### config.mk
export PLATFORM = sky130hd
export DESIGN_NAME = ysyx_22050854_fetch_ctrl
export DESIGN_NICKNAME = d
export VERILOG_FILES = /design/src/rtl/ysyx_22050854_fetch_ctrl.sv
export SDC_FILE = /design/constraint.sdc
export NUM_CORES = 1
export LEC_CHECK = 0
export CAP_MARGIN = 20
export CORE_ASPECT_RATIO = 2
export CORE_UTILIZATION = 40
export CTS_BUF_LIST = sky130_fd_sc_hd__clkbuf_16
export CTS_CLUSTER_DIAMETER = 50
export DETAILED_ROUTE_END_ITERATION = 7
export PLACE_DENSITY_LB_ADDON = 0.05
export SYNTH_ARGS = -nofsm -noshare
export SYNTH_HDL_FRONTEND = slang
export SYNTH_SLANG_ARGS = --single-unit
### constraint.sdc
create_clock -name clock -period 1.9 [get_ports clock]
set_input_delay 0.38 -clock clock [delete_from_list [all_inputs] [get_ports clock]]
set_output_delay 0.38 -clock clock [all_outputs]
set_load 0.03 [all_outputs]
### src/rtl/ysyx_22050854_fetch_ctrl.sv
// ysyx_22050854_fetch_ctrl: fetch sequencer with one outstanding I-cache request,
// a one-entry instruction buffer toward IF/ID and redirect-driven wrong-path kill.
module ysyx_22050854_fetch_ctrl #(
   parameter logic [31:0] RESET_PC = 32'h8000_0000
) (
   input  logic        clock,
   input  logic        reset,
   input  logic        redir_trap_vld,
   input  logic [31:0] redir_trap_pc,
   input  logic        redir_br_vld,
   input  logic [31:0] redir_br_pc,
   output logic        ic_req_valid,
   output logic [31:0] ic_req_addr,
   input  logic        ic_req_ready,
   input  logic        ic_resp_valid,
   input  logic [31:0] ic_resp_inst,
   output logic        if_valid,
   output logic [31:0] if_pc,
   output logic [31:0] if_inst,
   input  logic        id_ready
);
   typedef enum logic [1:0] {S_IDLE, S_REQ, S_WAIT} state_t;
   state_t      state, state_n;
   logic [31:0] fetch_pc, fetch_pc_n, req_pc, req_pc_n, if_pc_n, if_inst_n, tgt;
   logic        kill, kill_n, if_valid_n, redir, hs, resp, take;
   always_comb begin
      redir        = redir_trap_vld | redir_br_vld;
      tgt          = redir_trap_vld ? redir_trap_pc : redir_br_pc;
      ic_req_valid = state == S_REQ && !(if_valid && !id_ready);
      ic_req_addr  = fetch_pc;
      hs           = ic_req_valid & ic_req_ready;
      resp         = state == S_WAIT && ic_resp_valid;
      take         = resp & ~kill & ~redir;
      state_n      = state == S_IDLE ? S_REQ : hs ? S_WAIT : resp ? S_REQ : state;
      req_pc_n     = hs ? fetch_pc : req_pc;
      // a request accepted alongside a redirect is already wrong-path
      kill_n       = hs ? redir : resp ? 1'b0 : (state == S_WAIT && redir) ? 1'b1 : kill;
      fetch_pc_n   = redir ? tgt : take ? req_pc + 32'd4 : fetch_pc;
      if_valid_n   = redir ? 1'b0 : take ? 1'b1 : (if_valid && id_ready) ? 1'b0 : if_valid;
      if_pc_n      = take ? req_pc : if_pc;
      if_inst_n    = take ? ic_resp_inst : if_inst;
   end
   always_ff @(posedge clock) begin
      if (!reset) begin
         state    <= S_IDLE;
         fetch_pc <= RESET_PC;
         req_pc   <= RESET_PC;
         kill     <= 1'b0;
         if_valid <= 1'b0;
         if_pc    <= 32'd0;
         if_inst  <= 32'd0;
      end else begin
         state    <= state_n;
         fetch_pc <= fetch_pc_n;
         req_pc   <= req_pc_n;
         kill     <= kill_n;
         if_valid <= if_valid_n;
         if_pc    <= if_pc_n;
         if_inst  <= if_inst_n;
      end
   end
endmodule

# == After elaboration in Yosys (flattened, before gate mapping) ==
# Index checks and enable logic that the tools add are counted.
# word_totals
out_inout_bits,98
latchBits,0
regBits,132
ramBits,0
mem_bits_ro,0
n_memories,0
# op_classes
n_bitwise,7
muxes,11
eq_ne,2
n_lt_le_gt_ge,0
n_mul,0
add_sub_neg,1
n_shift,0
div_mod_pow,0
n_reduce_logical,15
# ops
op,n
$mux 32,3
$add 32x3->32 const B,1
$mux 1,6
$reduce_bool 2->1,3
$reduce_bool 3->1,2
$logic_and 1x1->1,5
$mux 2,2
$reduce_or 2->1,2
$and 1x1->1,3
$not 1->1,3
$eq 2x1->1 const B,1
$eq 2x2->1 const B,1
$logic_not 1->1,2
$logic_not 2->1,1
$or 1x1->1,1

# == Depth between registers and ports, before layout ==
# Gate-level depths: netlist of run 1.
# logic_depth
depth_word,7
depth_mapped,8
depth_no_buf,6

# == Least setup slack after synthesis of run 1 ==
# No wires, ideal clock.
# synth_path
path_type,reg2reg
start,register req_pc[2]
end,"register fetch_pc[24], in the netlist ic_req_addr[24]"
setup_ps,120
path_slack_ps,-63
path_stages_with_launch,9
arrival_time_ps,1843
synth_period_minus_slack_ps,1963
path_buffers,2
required_time_ps,1780
cell_sequence,dfxtp_1 > ha_1 > buf_6 > nand3_1 > or4_1 > buf_6 > o31a_1 > o21ai_0 > a21oi_1
# synth_between
elab_chain_cells,3
# synth_lines
item,line_no,rtl
start: declaration,24,"logic [31:0] fetch_pc, fetch_pc_n, req_pc, req_pc_n, if_pc_n, if_inst_n, tgt;"
start signal: assignment,55,req_pc <= req_pc_n;
$add 32x3->32,38,fetch_pc_n = redir ? tgt : take ? req_pc + 32'd4 : fetch_pc;
$mux 32 (2 in a row),38,
end signal: assignment,54,fetch_pc <= fetch_pc_n;
end: declaration,24,
# Every way passes these cells. The select of a mux whose other input is x is not followed.
# A chain may end at the register's enable or synchronous reset.

# == Final worst setup path of run 1 ==
# layout_path
start,"register fetch_pc[8], in the netlist ic_req_addr[8]"
end,output port ic_req_addr[8]
# layout_lines
item,line_no,rtl
end: declaration,13,"output logic [31:0] ic_req_addr,"
# No word-level cell between the ends.

==> impl_results.rst, run 1 <==
.. list-table::
   :header-rows: 1

   * - Metric
     - Value
   * - Combinational family with the most area after synthesis
     - compound AO/OA/AOI/OAI gates
   * - Simple-gate area share of the yosys netlist
     - 23.6%
   * - Yosys warning total
     - 0
   * - Number of clock buffers inserted by TritonCTS
     - 17
   * - Port Buf Inserts
     - 200
   * - Most frequent cells in the layout
     - nand2_1 (222), clkdlybuf4s50_1 (193), dfxtp_1 (125)
   * - Routed wire per std cell
     - 16.6 um
   * - Worst Path Buf+Inv
     - 1
   * - Arrival time of the worst setup path
     - 1490 ps
   * - Design area
     - 0.00964 mm^2
   * - Vias after detailed routing
     - 6399
   * - Gate Count Post-Synth
     - 774
   * - Crit end category
     - primary output
   * - Peak supply drop
     - 0.650 mV
   * - Number of distinct library cell variants in the gate-level netlist after synthesis
     - 52
   * - Final core occ
     - roughly two thirds
   * - Clock tree root buffer cell
     - clkbuf_16
   * - Weighted congestion reported at the end of routability-driven placement
     - 0.888
   * - Post-synth top flop
     - dfxtp_1
   * - Number of hold violations in the final report
     - 0
   * - Drt pass-1 iters
     - 5
   * - Number of levels in the clock H-tree
     - 4
   * - Share of the clock period used by the worst path
     - 98.4%
   * - Count of boundary I/O pins
     - 201
   * - Starting density of the core
     - 41.2%
   * - Clock-pin slew of the registers on the worst-case setup and hold paths
     - 60 ps
   * - Fraction of the mapped netlist area in adder cells
     - 0.204%
   * - Clock tree from TritonCTS
     - done
   * - First-iteration detailed-routing DRC count
     - around 280
   * - Fraction of registers with async set/reset
     - 0%
   * - Maximum number of pins on one net before global-route repair
     - 45
   * - Area after detailed placement
     - 0.00888 mm^2
   * - Net count reported at finish
     - about 1.1k
   * - Largest area contributor in the synthesized netlist
     - dfxtp_1
   * - Portion of synthesized cell area occupied by the leading cell type
     - 43.1%
   * - Wire length of the first global-routing pass
     - 31300 um
   * - Share of final-layout standard cells stronger than drive strength 1
     - 15.4%
   * - Synth top area cells
     - dfxtp_1 (43%), nand2_1 (14%), a21boi_0 (12%), o21ai_0 (3.5%), a21oi_1 (3.4%)
   * - Startpoint-to-endpoint class of the critical path
     - reg -> out
   * - N_diodes
     - 0
   * - Total grt overflow
     - 0
   * - Number of enable flip-flop cells after synthesis
     - 0
   * - Area grow syn2layout
     - 57.3%
   * - Share of the synthesized netlist area taken by xor and xnor gates
     - 2.00%
   * - TritonCTS Sinks
     - 132
   * - Worst reg-to-reg setup slack
     - roughly 50 ps
   * - Slew at the pin with the worst max-slew slack
     - approximately 420 ps
   * - Worst-case clock skew
     - 14.5 ps
   * - Mapped Nets
     - 878
   * - Count of antenna-violating nets left after detailed routing
     - 0
   * - Achievable Freq
     - 0.535 GHz
   * - Die H
     - 177 um
   * - Proportion of synthesized area in mux cells
     - 0.490%
   * - Number of placement rows
     - 63
   * - Cell with the biggest individual delay on the critical path
     - clkdlybuf4s50_1
   * - Proportion of synthesized chip area in sequential cells
     - 43.1%
   * - Register bit total from synthesis
     - 132
   * - Most common cell after layout, fill and taps aside
     - nand2_1
   * - Vias in the first global route
     - 6235
   * - Hold Crit Class
     - in -> reg
   * - Run status
     - finished, final reports clean
   * - Via density
     - 5.19
   * - Final min period
     - 1870 ps
   * - Area of the mapped netlist
     - around 0.0061 mm^2
   * - Max-slew violations
     - 0
   * - Kind of cell adding the most delay to the critical path
     - buffers and inverters
   * - Areal power density over the cells
     - about 780 mW/mm^2
   * - Count of endpoints failing setup in the final report
     - 0
   * - Drt total wl
     - 20500 um
   * - Critical path data required time
     - 1520 ps
   * - Cell breakdown of the critical path
     - clkdlybuf4s50_1
   * - GR Util All Layers
     - between 20% and 30%
   * - Core Footprint
     - 0.0149 mm^2
   * - Static Leak
     - 0.00349 uW
   * - Detailed placement HPWL
     - 15500 um
   * - Die Width
     - 89.5 um
   * - CP max FO
     - 3
   * - Count of unresolved DRC violations after routing
     - 0
   * - Critical path launch point type
     - flop
   * - Clock latency on the worst-skew pair
     - around 420 ps
   * - Die ar.
     - roughly 0.016 mm^2
   * - Clk buf depth
     - 2
   * - Average instance area after synthesis
     - 7.92 um^2
   * - Worst slack on hold paths
     - 424 ps
   * - Delay contributed by the slowest stage of the critical path
     - 690 ps
   * - Initial antenna violation count
     - 0
   * - Compound-Gate Fraction of Synth Area
     - about 25%
   * - Worst slew slack as a fraction of its limit
     - 71.7%
   * - Maximum capacitance violations
     - 0
   * - Setup repair after global routing missed its margin
     - yes
## synth_stat cells, types with 3 or more instances
| library cell | n |
|---|---|
| a21boi_0 | 100 |
| a21oi_1 | 42 |
| a221o_1 | 8 |
| a221oi_1 | 4 |
| a31oi_1 | 4 |
| and2_1 | 4 |
| and3_1 | 3 |
| buf_2 | 9 |
| buf_4 | 3 |
| clkbuf_1 | 42 |
| clkbuf_8 | 3 |
| dfxtp_1 | 132 |
| inv_1 | 15 |
| mux2i_1 | 3 |
| nand2_1 | 223 |
| nand2b_1 | 4 |
| nand3_1 | 12 |
| nand4_1 | 13 |
| nor2_1 | 12 |
| nor2b_1 | 13 |
| nor3_1 | 13 |
| nor4_1 | 9 |
| o21a_1 | 3 |
| o21ai_0 | 43 |
| o221a_2 | 6 |
| o31a_1 | 5 |
| or4_1 | 3 |
| xnor2_1 | 6 |
| xor2_1 | 8 |
## metal layers
layer  vias up  GRT usage [%]  share of wire [%]
met5         -              0                  0
met4         0           10.6                3.3
met3        42           4.06                3.7
met2       193           48.7                 54
met1      2994           28.1                 39
li1       3170              -                  -
## timing repair
item                       4_1_cts  5_1_grt
buffers inserted                 1        4
setup endpoints to repair        8       16
cloned                           0        0
pin swaps                        0        4
hold buffers                     0        0
resized for setup                8       20
## through the flow
step	std cells	total power [uW]	setup slack, ps	setup TNS (ps)
2_1_floorplan	774	3400	62.1	0
3_3_place_gp	1195	3930	-314	-9120
3_5_place_dp	1195	3940	-311	-16910
4_1_cts	1228	7550	3.47	0
5_1_grt	1232	7750	-43.0	-90.3
6_report	1232	7500	31.3	0
## layout make-up
class                   instances  area [um^2]
clock buffers                  17          425
multi-input cells             565         3200
clock inverters                15          218
repair buffers                292         2850
fillers                      1329         5250
flip-flops and latches        132         2650
well taps                     195          244
inverters                      16         60.1
## kinds of logic after synthesis
| kind of cell | Yosys count |
|---|---|
| multiplexers | 3 |
| flip-flops | 132 |
| AND/OR/NAND/NOR | 323 |
| AO/OA/AOI/OAI | 224 |
| XOR/XNOR | 14 |
| adder cells (fa/ha/maj) | 1 |
| buffers and inverters | 77 |
## where the power goes
| part | switching, uW | leakage, uW | internal, uW |
|---|---|---|---|
| logic | 456 | 0.00210 | 499 |
| clock network | 1380 | 0.000313 | 2240 |
| registers | 73.0 | 0.00108 | 2850 |
## worst reg2reg max path, cell delays in order, from the launching register on
cell and delay (ps):
dfxtp_1 470, and3_1 260, nand4_1 230, nor4_4 420
buf_4 180, xnor2_1 110, o21ai_0 80
## worst paths after layout
check | from | end | cells past startpoint
max | ic_req_addr[8] | ic_req_addr[8] | 1
min | reset | if_pc[2] | 2
max reg2reg | req_pc[24] | ic_req_addr[31] | 6
min reg2reg | if_inst[19] | if_inst[19] | 2
## registers in the layout (all words and copies together) (netlist names)
| register | cells |
|---|---|
| ic_req_addr | 32 |
| if_valid | 1 |
| kill | 1 |
| state | 2 |
| if_inst | 32 |
| req_pc | 32 |
| if_pc | 32 |
No activity file was read; power rests on OpenSTA's default activity.
==> run 2, diff against run 1 <==
==> constraint.sdc (replaced) <==
create_clock -name clock -period 2.24 [get_ports clock]
set_input_delay 0.448 -clock clock [delete_from_list [all_inputs] [get_ports clock]]
set_output_delay 0.448 -clock clock [all_outputs]
set_load 0.03 [all_outputs]
==> run 2 against run 1 <==
Net effect: cell count decreased by 3.6%; clock skew is 8.2 ps lower; critical path depth is 6 higher; via count decreased by 1.3%; utilization is 3.2 points lower; sequential power down 15%; clock power shrank 22%; power is 19% lower; sequential share of layout area is 1.3 points higher; flip-flop and latch count did not move; setup slack gained 220 ps; die area unchanged; critical path type is now reg -> reg; critical endpoint is now ic_req_addr[22]; highest routed layer unchanged.
==> impl_results.rst, run 2 (synthesized netlist as in run 1, its figures left out) <==
.. list-table::
   :header-rows: 1

   * - Metric
     - Value
   * - Worst Path Buf+Inv
     - 1 (unchanged)
   * - Number of clock buffers inserted by TritonCTS
     - 17 (unchanged)
   * - N_diodes
     - 0 (unchanged)
   * - Hold Crit Class
     - reg -> reg (was in -> reg)
   * - Cell breakdown of the critical path
     - ha_1 > nand3_1 > or4_4 > buf_4 > o21a_1 > o21ai_0 > a21oi_1 (was clkdlybuf4s50_1)
   * - Number of hold violations in the final report
     - 0 (unchanged)
   * - CP startpoint
     - req_pc[2] (was ic_req_addr[8])
   * - Arrival time of the worst setup path
     - 2290 ps (was 1490 ps)
   * - Kind of cell adding the most delay to the critical path
     - simple AND/OR/NAND/NOR gates (was buffers and inverters)
   * - Accumulated negative setup slack
     - 0 ps (unchanged)
   * - Crit end category
     - flop (was primary output)
   * - Sequential Power Share
     - 41.0% (was 39.0%)
   * - Count of boundary I/O pins
     - 201 (unchanged)
   * - TritonCTS Sinks
     - 132 (unchanged)
   * - CP max FO
     - 5 (was 3)
   * - Clk buf depth
     - 2 (unchanged)
   * - Run status
     - finished, final reports clean (unchanged)
   * - Clock latency on the worst-skew pair
     - 420 ps (about the same)
   * - Startpoint-to-endpoint class of the critical path
     - reg -> reg (was reg -> out)
   * - Peak supply drop
     - 0.509 mV (was 0.650 mV)
   * - Via density
     - 5.32 (was 5.19)
   * - Combinational share of power
     - 12.7% (about the same)
   * - M3 GR Usage
     - 4.80% (was 4.06%)
   * - Initial antenna violation count
     - 0 (unchanged)
   * - GRT met2 Usage
     - 48.5% (was 48.7%)
   * - Share of final-layout standard cells stronger than drive strength 1
     - 9.87% (was 15.4%)
   * - HP Start
     - if_inst[21] (was reset)
   * - Drt total wl
     - 20400 um (was 20500 um)
   * - Core Footprint
     - 0.0149 mm^2 (unchanged)
   * - Worst slack on hold paths
     - 458 ps (was 424 ps)
   * - Achievable Freq
     - approximately 0.5 GHz
   * - Most frequent cells in the layout
     - nand2_1 (222), clkdlybuf4s50_1 (197), dfxtp_1 (132) (was nand2_1 (222), clkdlybuf4s50_1 (193), dfxtp_1 (125))
   * - Area grow syn2layout
     - 49.4% (was 57.3%)
   * - Detailed placement HPWL
     - 15400 um (was 15500 um)
   * - Clock tree from TritonCTS
     - done (unchanged)
   * - Worst slew slack as a fraction of its limit
     - 66.4% (was 71.7%)
   * - Total grt overflow
     - 0 (unchanged)
   * - Die H
     - 177 um (unchanged)
   * - Met1 track demand over resource
     - 26.9% (was 28.1%)
   * - Switching power total
     - 1520 uW (was 1910 uW)
   * - Areal power density over the cells
     - 663 mW/mm^2 (was 778 mW/mm^2)
   * - Slew at the pin with the worst max-slew slack
     - 503 ps (was 419 ps)
   * - GR Util All Layers
     - 26.3% (was 26.1%)
   * - Cell internal power dissipation
     - 4550 uW (was 5590 uW)
   * - CTS hold repair buffers
     - 0 (unchanged)
   * - Vias in the first global route
     - 6189 (was 6235)
   * - Maximum number of pins on one net before global-route repair
     - 52 (was 45)
   * - Critical path launch point type
     - flop (unchanged)
   * - Delay contributed by the slowest stage of the critical path
     - 570 ps (was 690 ps)
   * - Postcts setup bufs
     - 0 (was 1)
   * - Final min period
     - 1990 ps
   * - Most Used Layer, Global Route
     - met2 (unchanged)
   * - Count of endpoints failing setup in the final report
     - 0 (unchanged)
   * - Share of total power consumed by net switching
     - 25.1% (was 25.4%)
   * - Total power after layout
     - 6070 uW (was 7500 uW)
   * - Die Width
     - 89.5 um (unchanged)
   * - Drt pass-1 iters
     - 5 (unchanged)
   * - Number of levels in the clock H-tree
     - 4 (unchanged)
   * - Static Leak
     - 0.00318 uW (was 0.00349 uW)
   * - Clock power share
     - 46.3% (was 48.3%)
   * - Weighted congestion reported at the end of routability-driven placement
     - 0.930 (was 0.888)
   * - Clock-pin slew of the registers on the worst-case setup and hold paths
     - 60 ps (about the same)
   * - Worst-case clock skew
     - 6.34 ps (was 14.5 ps)
   * - Most common cell after layout, fill and taps aside
     - nand2_1 (unchanged)
   * - Setup repair after global routing missed its margin
     - no (was yes)
   * - Share of the clock period used by the worst path
     - 89.0%
   * - Critical register-to-register path startpoint
     - req_pc[2] (was req_pc[24])
   * - Routed wire per std cell
     - 17.2 um (was 16.6 um)
   * - Maximum capacitance violations
     - 0 (unchanged)
   * - Count of antenna-violating nets left after detailed routing
     - 0 (unchanged)
   * - Die ar.
     - 0.0159 mm^2 (unchanged)
   * - Wire length of the first global-routing pass
     - 31200 um (was 31300 um)
   * - Clock tree root buffer cell
     - clkbuf_16 (unchanged)
   * - Count of unresolved DRC violations after routing
     - 0 (unchanged)
   * - Fillers
     - 1340 (was 1329)
   * - Net count reported at finish
     - 1085 (was 1128)
   * - Max-slew violations
     - 0 (unchanged)
   * - Post-CTS Resized
     - 0 (was 8)
   * - First-iteration detailed-routing DRC count
     - 220 (was 275)
   * - Port Buf Inserts
     - 200 (unchanged)
   * - Vias after detailed routing
     - 6316 (was 6399)
   * - Starting density of the core
     - 41.2% (unchanged)
   * - Number of placement rows
     - 63 (unchanged)
   * - Cell with the biggest individual delay on the critical path
     - or4_4 (was clkdlybuf4s50_1)
   * - Critical path data required time
     - 2540 ps (was 1520 ps)
## run 2: power by group through the flow
stage	sequential, uW	clock, uW	combinational (uW)
6_report	2490	2810	769
4_1_cts	2490	2850	772
2_1_floorplan	2620	0	268
5_1_grt	2500	2960	822
3_5_place_dp	2540	0	769
3_3_place_gp	2540	0	762
## run 2: layout make-up
class                   instances  area [um^2]  share of cell area [%]
clock inverters                14          161                    1.76
inverters                      16         60.1                   0.655
multi-input cells             565         3140                    34.3
repair buffers                249         2480                    27.1
well taps                     195          244                    2.66
clock buffers                  17          425                    4.64
flip-flops and latches        132         2640                    28.8
## run 2: final timing paths
kind	endpoint	slack, ps	cells after the start
max	ic_req_addr[22]	250	7
min	if_inst[21]	460	2
max reg2reg	ic_req_addr[22]	250	7
min reg2reg	if_inst[21]	460	2
## run 2: layer usage
layer	vias up	part of all wire [%]
met3	43	4.7
li1	3075	-
met2	226	55
met4	0	3.6
met5	-	0
met1	2972	37
## run 2: worst min-delay path, delay by kind of cell, from the launching register on
kind	cells	cell delay (ps)
AOI/OAI and AO/OA	1	60
DFF	1	300
and+or+nand+nor	1	40
## run 2: per-stage QoR
stage | utilization, % | instance area [um^2] | instances | setup slack [ps]
after global routing | 61.5 | 9160 | 1188 | 92.8
after floorplan | - | 6130 | 774 | 277
after CTS | 61.5 | 9160 | 1188 | 141
after detailed placement | 57.5 | 8570 | 1157 | 28.4
after global placement | 57.5 | 8570 | 1157 | 96.2
final | 61.5 | 9160 | 1188 | 247
==> run 3, diff against run 2 <==
==> constraint.sdc (replaced) <==
create_clock -name clock -period 2.24 [get_ports clock]
set_input_delay 0.448 -clock clock [delete_from_list [all_inputs] [get_ports clock]]
set_output_delay 0.448 -clock clock [all_outputs]
set_load 0.01 [all_outputs]
==> run 3 against run 2 <==
Net effect: sequential power barely moved; maximum frequency fell by 5.1%; power rose by 0.94%; flip-flop and latch count did not move; largest cell class unchanged.
==> impl_results.rst, run 3 (synthesized netlist as in run 1, its figures left out) <==
.. list-table::
   :header-rows: 1

   * - Metric
     - Value
   * - HP Start
     - if_inst[3] (was if_inst[21])
   * - Final core occ
     - 61.4% (was 61.5%)
   * - Share of the clock period used by the worst path
     - 93.8% (was 89.0%)
   * - N_diodes
     - 0 (unchanged)
   * - Maximum number of pins on one net before global-route repair
     - 63 (was 52)
   * - Met3 wirelength from detailed routing
     - 967 um (was 956 um)
   * - Net count reported at finish
     - 1081 (was 1085)
   * - Number of clock buffers inserted by TritonCTS
     - 17 (unchanged)
   * - CTS hold repair buffers
     - 0 (unchanged)
   * - Worst slew slack as a fraction of its limit
     - 62.9% (was 66.4%)
   * - End point of the worst hold path
     - if_inst[3] (was if_inst[21])
   * - Final min period
     - 2100 ps (was 1990 ps)
   * - Count of boundary I/O pins
     - 201 (unchanged)
   * - GR Util All Layers
     - 25.3% (was 26.3%)
   * - Drt pass-1 iters
     - 6 (was 5)
   * - Logic depth of the worst register-to-register path
     - 7 (unchanged)
   * - Wire length of the first global-routing pass
     - 30600 um (was 31200 um)
   * - Via density
     - 5.28 (was 5.32)
   * - Vias in the first global route
     - 6099 (was 6189)
   * - Die H
     - 177 um (unchanged)
   * - Clk buf depth
     - 2 (unchanged)
   * - Count of antenna-violating nets left after detailed routing
     - 0 (unchanged)
   * - CP max FO
     - 7 (was 5)
   * - Clock-pin slew of the registers on the worst-case setup and hold paths
     - 60 ps (about the same)
   * - Routed length on met2
     - 10300 um (was 11200 um)
   * - Routed wire per std cell
     - 16.5 um (was 17.2 um)
   * - Cell with the biggest individual delay on the critical path
     - or4_1 (was or4_4)
   * - Arrival time of the worst setup path
     - 2420 ps (was 2290 ps)
   * - Number of levels in the clock H-tree
     - 4 (unchanged)
   * - Number of placement rows
     - 63 (unchanged)
   * - Worst reg-to-reg setup slack
     - 140 ps (was 250 ps)
   * - Count of unresolved DRC violations after routing
     - 0 (unchanged)
   * - Die Width
     - 89.5 um (unchanged)
   * - Kind of cell adding the most delay to the critical path
     - simple AND/OR/NAND/NOR gates (unchanged)
   * - Critical path depth in cells
     - 7 (unchanged)
   * - Achievable Freq
     - 0.476 GHz (was 0.502 GHz)
   * - Die ar.
     - 0.0159 mm^2 (unchanged)
   * - Hold Crit Class
     - reg -> reg (unchanged)
   * - Critical path data required time
     - 2560 ps (was 2540 ps)
   * - Drt total wl
     - 19600 um (was 20400 um)
   * - TritonCTS Sinks
     - 132 (unchanged)
   * - Worst-case clock skew
     - 8.25 ps (was 6.34 ps)
   * - Core Footprint
     - 0.0149 mm^2 (unchanged)
   * - Share of final-layout standard cells stronger than drive strength 1
     - 9.50% (was 9.87%)
   * - Maximum capacitance violations
     - 0 (unchanged)
   * - Max-slew violations
     - 0 (unchanged)
   * - Detailed placement HPWL
     - 14700 um (was 15400 um)
   * - Critical register-to-register path startpoint
     - req_pc[2] (unchanged)
   * - Setup repair after global routing missed its margin
     - no (unchanged)
   * - Weighted congestion reported at the end of routability-driven placement
     - 0.897 (was 0.930)
   * - Critical path launch point type
     - flop (unchanged)
   * - Initial antenna violation count
     - 0 (unchanged)
   * - Metal1 wirelength
     - 7340 um (was 7530 um)
   * - Port Buf Inserts
     - 200 (unchanged)
   * - Run status
     - finished, final reports clean (unchanged)
   * - Starting density of the core
     - 41.2% (unchanged)
   * - Worst Path Buf+Inv
     - 1 (unchanged)
   * - Count of endpoints failing setup in the final report
     - 0 (unchanged)
   * - Static Leak
     - 0.00319 uW (was 0.00318 uW)
   * - Cell breakdown of the critical path
     - ha_1 > nand3_1 > or4_1 > buf_4 > nor2_4 > xnor2_1 > o32ai_1 (was ha_1 > nand3_1 > or4_4 > buf_4 > o21a_1 > o21ai_0 > a21oi_1)
   * - Number of hold violations in the final report
     - 0 (unchanged)
   * - Clock tree from TritonCTS
     - done (unchanged)
   * - Clock tree root buffer cell
     - clkbuf_16 (unchanged)
   * - Crit end category
     - flop (unchanged)
   * - Worst Hold Depth
     - 2 (unchanged)
   * - Most common cell after layout, fill and taps aside
     - nand2_1 (unchanged)
   * - Areal power density over the cells
     - 670 mW/mm^2 (was 663 mW/mm^2)
   * - Delay contributed by the slowest stage of the critical path
     - 650 ps (was 570 ps)
   * - Slew at the pin with the worst max-slew slack
     - 557 ps (was 503 ps)
   * - Most frequent cells in the layout
     - nand2_1 (222), clkdlybuf4s50_1 (197), dfxtp_1 (131) (was nand2_1 (222), clkdlybuf4s50_1 (197), dfxtp_1 (132))
   * - Postcts setup bufs
     - 0 (unchanged)
   * - Accumulated negative setup slack
     - 0 ps (unchanged)
   * - Area grow syn2layout
     - 49.2% (was 49.4%)
   * - Clock latency on the worst-skew pair
     - 410 ps (was 420 ps)
   * - Topmost layer with routed signal wires
     - met4 (unchanged)
   * - First-iteration detailed-routing DRC count
     - 354 (was 220)
   * - Startpoint-to-endpoint class of the critical path
     - reg -> reg (unchanged)
   * - Vias after detailed routing
     - 6250 (was 6316)
   * - Total grt overflow
     - 0 (unchanged)
   * - End of the worst register-to-register path
     - ic_req_addr[18] (was ic_req_addr[22])
   * - Peak supply drop
     - 0.535 mV (was 0.509 mV)
==> run 3: metal layers <==
metal,track usage (%),up-vias
li1,-,3074
met1,27.0,2861
met2,45.5,259
met3,4.52,56
met4,13.5,0
met5,0,-
==> run 3: repair_timing <==
| action | CTS | global route |
|---|---|---|
| setup endpoints to repair | 0 | 3 |
| hold endpoints to repair | 0 | 0 |
| gates resized for setup | 0 | 3 |
==> run 3: area by class of cell <==
type	count	area (um^2)
clock buffers	17	425
clock inverters	14	199
well taps	195	244
flip-flops and latches	132	2640
inverters	16	60.1
multi-input cells	565	3140
fillers	1336	5750
repair buffers	245	2430
==> run 3: how the worst max path moves through the flow <==
stage / from / endpoint / slack (ps)
finish: req_pc[2] / ic_req_addr[18] / 140
global route: req_pc[11] / ic_req_addr[18] / 9
CTS: id_ready / ic_req_valid / 40
detailed placement: id_ready / ic_req_valid / 50
global placement: id_ready / ic_req_valid / 40
floorplan: req_pc[2] / ic_req_addr[24] / 280
==> run 3: worst min-delay path, cell delays in order (launching register included) <==
cell and delay, ps:
dfxtp_1 310, nand2_1 40, a21boi_0 60
==> run 3: power breakdown <==
| group | internal (uW) | switching [uW] | total [uW] |
|---|---|---|---|
| registers | 2420 | 71.4 | 2490 |
| clock network | 1870 | 1080 | 2960 |
| logic | 389 | 291 | 680 |
==> run 3: stage by stage <==
step	setup slack, ps	total power, uW	std cells	instance area (um^2)	hold slack, ps
final	139	6130	1184	9150	459
after global routing	9.01	6360	1184	9150	480
after CTS	39.2	6190	1184	9140	464
after detailed placement	50.8	3220	1153	8520	455
after global placement	39.3	3210	1153	8520	450
after floorplan	278	2810	774	6130	455
==> edit: new RTL, settings of run 3 <==
Reset style: asynchronous (`reset`), changed in one clocked block.
--- a/src/rtl/ysyx_22050854_fetch_ctrl.sv
+++ b/src/rtl/ysyx_22050854_fetch_ctrl.sv
@@ -40,7 +40,7 @@
       if_pc_n      = take ? req_pc : if_pc;
       if_inst_n    = take ? ic_resp_inst : if_inst;
    end
-   always_ff @(posedge clock) begin
+   always_ff @(posedge clock or negedge reset) begin
       if (!reset) begin
          state    <= S_IDLE;
          fetch_pc <= RESET_PC;
Behaviour: differs if reset is asserted again (counterexample within 4 cycles, from zero or initial values and one cycle with reset low); with reset held inactive, the same outputs for 10 cycles.
==> edit against run 3 <==
- setup slack got worse by 0.00064 ns
- area after synthesis rose by 2.6%
- design area rose by 2.8%
- non-clock buffer count rose by 2
- count of clock-buffer cells in the layout did not move
- wire length rose by 9.3%
- sequential cell count did not move
Power is not compared: it rests on default switching activity, and its combinational part moved more than twofold at a synthesized area within 25%.
==> edit: results (changes against run 3) <==
[placed_design]
gp_congestion=0.896  ; about the same
dp_cells=1081  ; -6.2%
hpwl_mm=15.7  ; +7.2%
placed_cell_area_um2=8800  ; +3.3%
io_buffers=200  ; unchanged
dp_slack_ns=-0.0615  ; -0.112 ns

[finish]
multi_input_area_share_pct=29.7  ; -4.6 points
seq_area_share_pct=35.2  ; +6.3 points
finish.utilization_pct=61.5  ; about the same
diodes=0  ; unchanged
drive_gt1_share_pct=12.3  ; +2.8 points
n_all_buffers=247  ; +0.82%
nNetsFinal=1007  ; -6.8%
nNonClkInverters=10  ; -6
clock_area_share_pct=6.28  ; -0.54 points
nMultiInputCombCells=495  ; -12%
layout.nonclk_buf_share_pct=25.8  ; -0.84 points
nFillCells=1308  ; -2.1%

[yosys]
synth-seq-area-share_pct=52.5  ; +9.4 points
yosys-mux-area-fraction_pct=5.65  ; +5.2 points
synth.area.top_cells=dfrtp_1 52%, nand2_1 14%, mux2_2 5.0%, o21ai_0 2.0%, clkbuf_1 1.6%
async_flop_share_pct=100  ; +100 points
netlist_top_cells_count=238 x nand2_1, 130 x dfrtp_1, 28 x mux2_2
synth_fp_nets=783  ; -11%
synth_adder_area_share_pct=0.199  ; -0.0052 points
synth_xor_area_share_pct=1.39  ; -0.61 points
ys_types=55  ; +5.8%
syn_inst=679  ; -12%
synth-compound-area-share_pct=12.8  ; -12 points

[grt]
grt_pass1_vias=6352  ; +4.1%
grt_max_degree=51  ; -19%
antenna_found_initial=0  ; unchanged
grt_pass1_wl_mm=33.1  ; +8.1%
grt_usage_pct=26.8  ; +1.5 points

[sta]
maxSlewHeadroom_pct=48.2  ; -15 points
finClkSkew_ns=0.00829  ; +0.0000431 ns

[detailed_routing]
post_drt_via_cell_ratio=5.46  ; +3.5%
vias=6087  ; -2.6%
drt_iter0_markers=344  ; -2.8%
drt_first_pass_iters=7  ; +1
wl_per_cell_um=19.2  ; +16%

[run_status]
status=finished clean

[cts]
numCtsBuffers=17  ; unchanged
cts_root_buffer=clkbuf_16

[setup_path]
critical_path_arrival_ns=2.44  ; +0.02 ns
crit_fanout=8  ; +1

[min_path]
min_path_type=register to register

[power_and_ir_drop]
swShare_pct=33.5
p_leak_nw=4.14

[floorplan]
rows=64  ; +1.6%

edit: cell types whose count changed after synthesis, sizes merged, moves of 9 or more:
cell    delta
a21boi    -97
or4        +9
o21ai     -18
dfxtp    -132
dfrtp    +130
o31ai     +10
a21oi     -24
nor2b     -10
o221ai    +10
nand2     +15
mux2      +28
clkbuf    -18
edit: what timing repair did:
item | CTS | global route
endpoints found under the setup margin | 0 | 1
gates resized for setup | 0 | 1
hold endpoints to repair | 48 | 0
hold buffers | 1 | 0
edit: layer usage:
metal / up-vias / track usage [%] / wire length, µm
met2: 273 / 50.3 / 11600
met3: 52 / 5.53 / 1210
li1: 2820 / - / -
met1: 2942 / 27.6 / 7720
met4: 0 / 14.9 / 817
met5: - / 0 / 0
edit: power by group through the flow:
stage	logic [mW]	clock network, mW	registers [mW]
after floorplan	1.41	0	4.17
final	3.68	2.82	4.08
after detailed placement	3.69	0	4.10
after CTS	3.72	2.86	4.07
after global placement	3.63	0	4.07
after global routing	4.00	2.93	4.20
edit: logic make-up after synthesis:
family | Yosys count
compound gates | 117
xor+xnor | 10
fa+ha+maj | 1
buf+inv | 52
flops | 132
mux | 32
simple gates | 335
edit: critical path: stages (launching register included):
cell	delay, ns
dfrtp_1	0.43
ha_1	0.28
and3_1	0.24
nand3_2	0.21
or4_2	0.66
a32oi_1	0.21
edit: final timing paths:
check                          start              end  slack (ns)  cells after the start
setup / recovery           req_pc[3]  ic_req_addr[18]        0.14                      5
hold / removal             if_pc[15]        if_pc[15]        0.47                      2
setup reg to reg           req_pc[3]  ic_req_addr[18]        0.14                      5
hold reg to reg            if_pc[15]        if_pc[15]        0.47                      2
max in group asynchronous      reset  ic_req_addr[31]        1.04                      3
min in group asynchronous      reset        if_pc[18]        0.55                      2
